==> src/rtl/pipe_scroller.sv <==
// rtl/pipe_scroller.sv - multi-pipe obstacle generator with shared movement tick
module pipe_scroller #(
  parameter int NUM_PIPES = 3,
  parameter int X_WIDTH   = 10,
  parameter int TICK_DIV  = 500000,
  parameter int SPAWN_X   = 1000,
  parameter int PARK_X    = 1023,
  parameter int PARK_Y    = 75,
  parameter int SPACING   = 350,
  parameter int BIRD_X    = 200
) (
  input  logic                           Clk,
  input  logic                           Reset,
  input  logic                           Start,
  input  logic                           Lost,
  input  logic [1:0]                     SpeedSel,
  output logic [NUM_PIPES*X_WIDTH-1:0]   PipePosX,
  output logic [NUM_PIPES*X_WIDTH-1:0]   PipePosY,
  output logic [NUM_PIPES-1:0]           Active,
  output logic                           Running,
  output logic                           ScoreTick
);

  localparam logic [1:0] ST_IDLE = 2'd0;
  localparam logic [1:0] ST_RUN  = 2'd1;
  localparam logic [1:0] ST_HALT = 2'd2;

  localparam logic [X_WIDTH-1:0] SPAWN_V  = X_WIDTH'(SPAWN_X);
  localparam logic [X_WIDTH-1:0] PARKX_V  = X_WIDTH'(PARK_X);
  localparam logic [X_WIDTH-1:0] PARKY_V  = X_WIDTH'(PARK_Y);
  localparam logic [X_WIDTH-1:0] BIRD_V   = X_WIDTH'(BIRD_X);
  // X of the predecessor at which the next pipe is released
  localparam logic [X_WIDTH-1:0] REL_V    = X_WIDTH'(SPAWN_X - SPACING);

  // Gap heights, consumed in order and wrapping after eight entries
  function automatic logic [X_WIDTH-1:0] table_y(input logic [2:0] idx);
    case (idx)
      3'd0:    table_y = X_WIDTH'(300);
      3'd1:    table_y = X_WIDTH'(100);
      3'd2:    table_y = X_WIDTH'(210);
      3'd3:    table_y = X_WIDTH'(250);
      3'd4:    table_y = X_WIDTH'(170);
      3'd5:    table_y = X_WIDTH'(190);
      3'd6:    table_y = X_WIDTH'(230);
      default: table_y = X_WIDTH'(200);
    endcase
  endfunction

  logic [1:0]           state_q, state_d;
  logic [31:0]          div_q, div_d;
  logic [2:0]           ptr_q, ptr_d;
  logic [NUM_PIPES-1:0] active_q, active_d;
  logic                 score_q, score_d;
  logic [X_WIDTH-1:0]   x_q [NUM_PIPES];
  logic [X_WIDTH-1:0]   x_d [NUM_PIPES];
  logic [X_WIDTH-1:0]   y_q [NUM_PIPES];
  logic [X_WIDTH-1:0]   y_d [NUM_PIPES];

  logic [31:0]          limit_m1;
  logic                 tick;
  logic [NUM_PIPES-1:0] rel_ok;
  logic [2:0]           cnt;

  // Move period follows SpeedSel live; >= lets a shortened period fire at once
  always_comb begin
    limit_m1 = (32'(TICK_DIV) >> SpeedSel) - 32'd1;
    tick     = (state_q == ST_RUN) && (div_q >= limit_m1);
  end

  // Pipe k may be released when its predecessor is active at the release column
  always_comb begin
    rel_ok = '0;
    for (int k = 1; k < NUM_PIPES; k++) begin
      rel_ok[k] = active_q[k-1] && (x_q[k-1] == REL_V);
    end
  end

  // Next-state: park on Start=0, launch pipe 0, move/respawn/release on tick
  always_comb begin
    state_d  = state_q;
    div_d    = div_q;
    ptr_d    = ptr_q;
    active_d = active_q;
    score_d  = 1'b0;
    cnt      = 3'd0;
    x_d      = x_q;
    y_d      = y_q;
    if (!Start) begin
      state_d  = ST_IDLE;
      div_d    = 32'd0;
      ptr_d    = 3'd0;
      active_d = '0;
      for (int k = 0; k < NUM_PIPES; k++) begin
        x_d[k] = PARKX_V;
        y_d[k] = PARKY_V;
      end
    end else begin
      case (state_q)
        ST_IDLE: begin
          state_d     = ST_RUN;
          div_d       = 32'd0;
          active_d[0] = 1'b1;
          x_d[0]      = SPAWN_V;
          y_d[0]      = table_y(3'd0);
          ptr_d       = 3'd1;
        end
        ST_RUN: begin
          if (Lost) begin
            state_d = ST_HALT;
          end else if (tick) begin
            div_d = 32'd0;
            // Table entries are handed out in ascending pipe order
            for (int k = 0; k < NUM_PIPES; k++) begin
              if (active_q[k]) begin
                if (x_q[k] == '0) begin
                  x_d[k] = SPAWN_V;
                  y_d[k] = table_y(ptr_q + cnt);
                  cnt    = cnt + 3'd1;
                end else begin
                  x_d[k] = x_q[k] - X_WIDTH'(1);
                  if (x_q[k] == BIRD_V) score_d = 1'b1;
                end
              end else if (rel_ok[k]) begin
                active_d[k] = 1'b1;
                x_d[k]      = SPAWN_V;
                y_d[k]      = table_y(ptr_q + cnt);
                cnt         = cnt + 3'd1;
              end
            end
            ptr_d = ptr_q + cnt;
          end else begin
            div_d = div_q + 32'd1;
          end
        end
        ST_HALT: begin
          state_d = ST_HALT;
        end
        default: begin
          state_d = ST_IDLE;
        end
      endcase
    end
  end

  // State registers with synchronous reset to the parked condition
  always_ff @(posedge Clk) begin
    if (Reset) begin
      state_q  <= ST_IDLE;
      div_q    <= 32'd0;
      ptr_q    <= 3'd0;
      active_q <= '0;
      score_q  <= 1'b0;
      for (int k = 0; k < NUM_PIPES; k++) begin
        x_q[k] <= PARKX_V;
        y_q[k] <= PARKY_V;
      end
    end else begin
      state_q  <= state_d;
      div_q    <= div_d;
      ptr_q    <= ptr_d;
      active_q <= active_d;
      score_q  <= score_d;
      for (int k = 0; k < NUM_PIPES; k++) begin
        x_q[k] <= x_d[k];
        y_q[k] <= y_d[k];
      end
    end
  end

  for (genvar g = 0; g < NUM_PIPES; g++) begin : g_pack
    assign PipePosX[g*X_WIDTH +: X_WIDTH] = x_q[g];
    assign PipePosY[g*X_WIDTH +: X_WIDTH] = y_q[g];
  end

  assign Active    = active_q;
  assign Running   = (state_q == ST_RUN);
  assign ScoreTick = score_q;

endmodule

==> config.mk <==
export PLATFORM = sky130hd
export DESIGN_NAME = pipe_scroller
export DESIGN_NICKNAME = d
export VERILOG_FILES = /design/src/rtl/pipe_scroller.sv
export SDC_FILE = /design/constraint.sdc
export NUM_CORES = 1
export LEC_CHECK = 0
export ABC_CLOCK_PERIOD_IN_PS = 8100
export CORE_UTILIZATION = 35
export DETAILED_ROUTE_END_ITERATION = 10
export MAX_ROUTING_LAYER = met4
export SETUP_SLACK_MARGIN = 0.02
export SKIP_LAST_GASP = 1
export SYNTH_ARGS = -nofsm -noshare
export SYNTH_HDL_FRONTEND = slang
export SYNTH_SLANG_ARGS = --single-unit
==> constraint.sdc <==
create_clock -name Clk -period 8.1 [get_ports Clk]
set_input_delay 0.81 -clock Clk [delete_from_list [all_inputs] [get_ports Clk]]
set_output_delay 0.81 -clock Clk [all_outputs]
set_load 0.01 [all_outputs]
==> run_results.csv <==
group,metric,value,unit
timing,setup_tns,0,ns
detailed_routing,dr_total_vias,4972,
clocking,clock-root-buffer,"clkbuf_16",
status,run_status,"finished clean",
placement,dp_hpwl,10050,um
detailed_routing,wl_per_cell,14.81,um
final_layout,fillers,1489,
setup_path,slowest_stage,"nand2b_1",
timing,max_freq,0.2291,GHz
hold_path,hp-class,"reg2reg",
timing,worstMarginPinSlew,1.242,ns
setup_path,crit_top_cell,"ha_1",
setup_path,cp.arrival,4.62,ns
global_route,grt_overflow,0,
clocking,ctsHtreeMaxLevel,3,
clocking,cts_setup_buffers,0,
global_route,grt_max_degree,38,
pwr,peakVddDrop,0.0001200,V
setup_path,path_cells,"clkdlybuf4s50_1 > inv_1 > ha_1 > nor3_1 > ha_1 > nand4_1 > nor4_1 > a2111o_1 > o21ai_1 > a31oi_1 > nand2b_1 > o22ai_1",
logic_synthesis,ys_seq_area_frac,0.3514,
floorplan,num_io_pins,71,
setup_path,setup.worst_path.class,"in2reg",
logic_synthesis,synth_flop_cell,"dfxtp_1",
detailed_routing,drc,0,
detailed_routing,ant_nets,0,
setup_path,end_kind,"flop",
timing,fin_skew,0.006813,ns
pwr,p_per_area,157.1,mW/mm2
setup_path,cp.required,8.35,ns
global_route,grt.total_usage,0.1780,
timing,slew-limit-headroom,0.1719,
placement,place_congestion,0.8716,
timing,hold_violations,0,
final_layout,layout-drive-gt1-share,0.05801,
floorplan,fp.dieW,128.3,um
clocking,clk_pin_slew_worst_paths,0.07,ns
final_layout,n_antenna_cell,0,
setup_path,worstPathMaxFanout,33,
timing,slew_violations,0,
clocking,ctsHoldBuffers,0,
setup_path,cpPeakStageDelay,0.76,ns
global_route,grt_pass1_vias,4634,
detailed_routing,drt-total-wl,13840,um
logic_synthesis,yosys_warnings,0,
final_layout,layout_common_cells,"dfxtp_1 (98), nor2_1 (81), clkdlybuf4s50_1 (67)",
timing,whs,0.4407,ns
clocking,cts_buffers,9,
clocking,cts_resized,0,
logic_synthesis,postSynth.asyncResetShare,0,
logic_synthesis,ys_seq_elements,98,
floorplan,die_y,128.3,um
floorplan,start_util,0.3632,
clocking,max-clock-path-buffers,2,
final_layout,syn_to_final_growth,21.38,%
setup_path,critical_path.top_delay_family,"compound AO/OA/AOI/OAI gates",
logic_synthesis,synthCells,663,
logic_synthesis,netlist_area,0.005583,mm2
global_route,grt_first_pass_wirelength,22890,um
final_layout,utilization,0.4409,
setup_path,start_kind,"input pin",
logic_synthesis,synth_enable_flop_cells,0,
final_layout,final_common_cell,"dfxtp_1",
clocking,clk_latency,0.35,ns
floorplan,core,0.01537,mm2
timing,rsz0062_at_grt,"no",
detailed_routing,drt-initial-drc-count,422,
detailed_routing,via_per_inst,5.318,
timing,setup_viol,0,
final_layout,nNetsFinal,771,
logic_synthesis,ys_types,77,
clocking,cts_tree,"yes",
pwr,total_power,1.065,mW
placement,io_buffers,67,
flow_run,max_cap_violations,0,
pwr,power.leakage,2.567,nW
setup_path,path_buf_inv,2,
logic_synthesis,avgSynthCellArea,8.421,um2
floorplan,dieArea,0.01646,mm2
clocking,cts_num_sinks,98,
detailed_routing,first_pass_iters,5,
global_route,antenna_found_initial,0,
timing,fin_crit,4.364,ns
timing,layout_worst_path_cycle_share,0.5388,
floorplan,fp-row-count,45,
[path summary, 6_finish.rpt]
path                                    from           end  slack (ns)  cells after the start
worst min-delay path            PipePosY[20]  PipePosY[20]        0.44                      2
worst min register to register  PipePosY[20]  PipePosY[20]        0.44                      2
worst max-delay path             SpeedSel[0]      ptr_q[1]        3.74                     12
worst max register to register   PipePosX[4]  PipePosY[21]        4.38                     13
[sequential cells by signal, summed over array words and instances (netlist names)]
name       count
PipePosY      27
ScoreTick      1
Active         3
ptr_q          3
state_q        2
PipePosX      30
div_q         32
[synthesized netlist by cell type, drive strengths merged (3+ instances only)]
cell / n / area share
dfxtp: 98 / 0.35
nor2: 82 / 0.056
nand2: 59 / 0.040
ha: 44 / 0.099
inv: 33 / 0.022
nand3: 30 / 0.027
o21ai: 27 / 0.025
a21oi: 26 / 0.023
xor2: 26 / 0.041
nand4: 23 / 0.026
nor3: 20 / 0.020
clkbuf: 16 / 0.011
buf: 13 / 0.012
xnor2: 13 / 0.020
a211oi: 10 / 0.016
nor4: 10 / 0.017
nand2b: 9 / 0.010
nor2b: 8 / 0.0090
o211ai: 8 / 0.012
o31ai: 8 / 0.011
a31oi: 7 / 0.010
and3: 6 / 0.0067
mux2i: 6 / 0.011
and4: 5 / 0.0078
or3: 5 / 0.0067
a211o: 4 / 0.0063
a21o: 4 / 0.0054
or2: 4 / 0.0045
a41oi: 3 / 0.0047
nor3b: 3 / 0.0049
o211a: 3 / 0.0054
o22ai: 3 / 0.0034
o311ai: 3 / 0.0047
o32a: 3 / 0.0054
[report_power, final]
group | switching [mW] | internal (mW)
logic | 0.0420 | 0.0270
clock network | 0.196 | 0.305
registers | 0.00738 | 0.487
total | 0.246 | 0.819
[cell type report]
class	count	area, um2	share of cell area
sequential	98	1962	0.2895
multi-input combinational	508	3391	0.5004
clock inverter	7	125.1	0.01846
clock buffer	9	225.2	0.03323
inverter	33	123.9	0.01828
tap	211	264.0	0.03896
timing repair buffer	69	685.7	0.1012
[worst register-to-register path: stages, from the launching register on]
cell and delay (ns):
dfxtp_1 0.37, or3_4 0.44, nor3_2 0.18, and3_1 0.21, nand2_1 0.17, inv_1 0.23
ha_1 0.26, mux2_2 0.30, ha_1 0.18, inv_1 0.06, fa_1 0.54, or3b_2 0.48
nand3_1 0.10, nand3_1 0.07
[stage by stage]
step / setup slack, ns / instance area (um2) / cells
6_report: 3.736 / 6777 / 935
5_1_grt: 3.319 / 6777 / 935
4_1_cts: 3.712 / 6777 / 935
3_5_place_dp: 3.370 / 6426 / 919
3_3_place_gp: 3.548 / 6426 / 919
2_1_floorplan: 4.631 / 5602 / 668
[cells by family (layout without fill, tap and decap cells)]
group	Yosys count	after routing	synth area share
AOI/OAI and AO/OA	133	133	0.1708
xor gates and xnor gates	39	39	0.06118
adders and majority gates	46	46	0.1058
buffers and inverters	62	118	0.04505
DFF	98	98	0.3514
muxes	8	8	0.01479
other	2	7	0.001345
and+or+nand+nor	275	275	0.2497
[metal layers]
metal  routed length, um  global-route usage
met5                   0                   -
met4                 279             0.07197
met3                 557             0.02212
met2                6436              0.2843
met1                6570              0.2272
(Power assumes the default switching activity.)
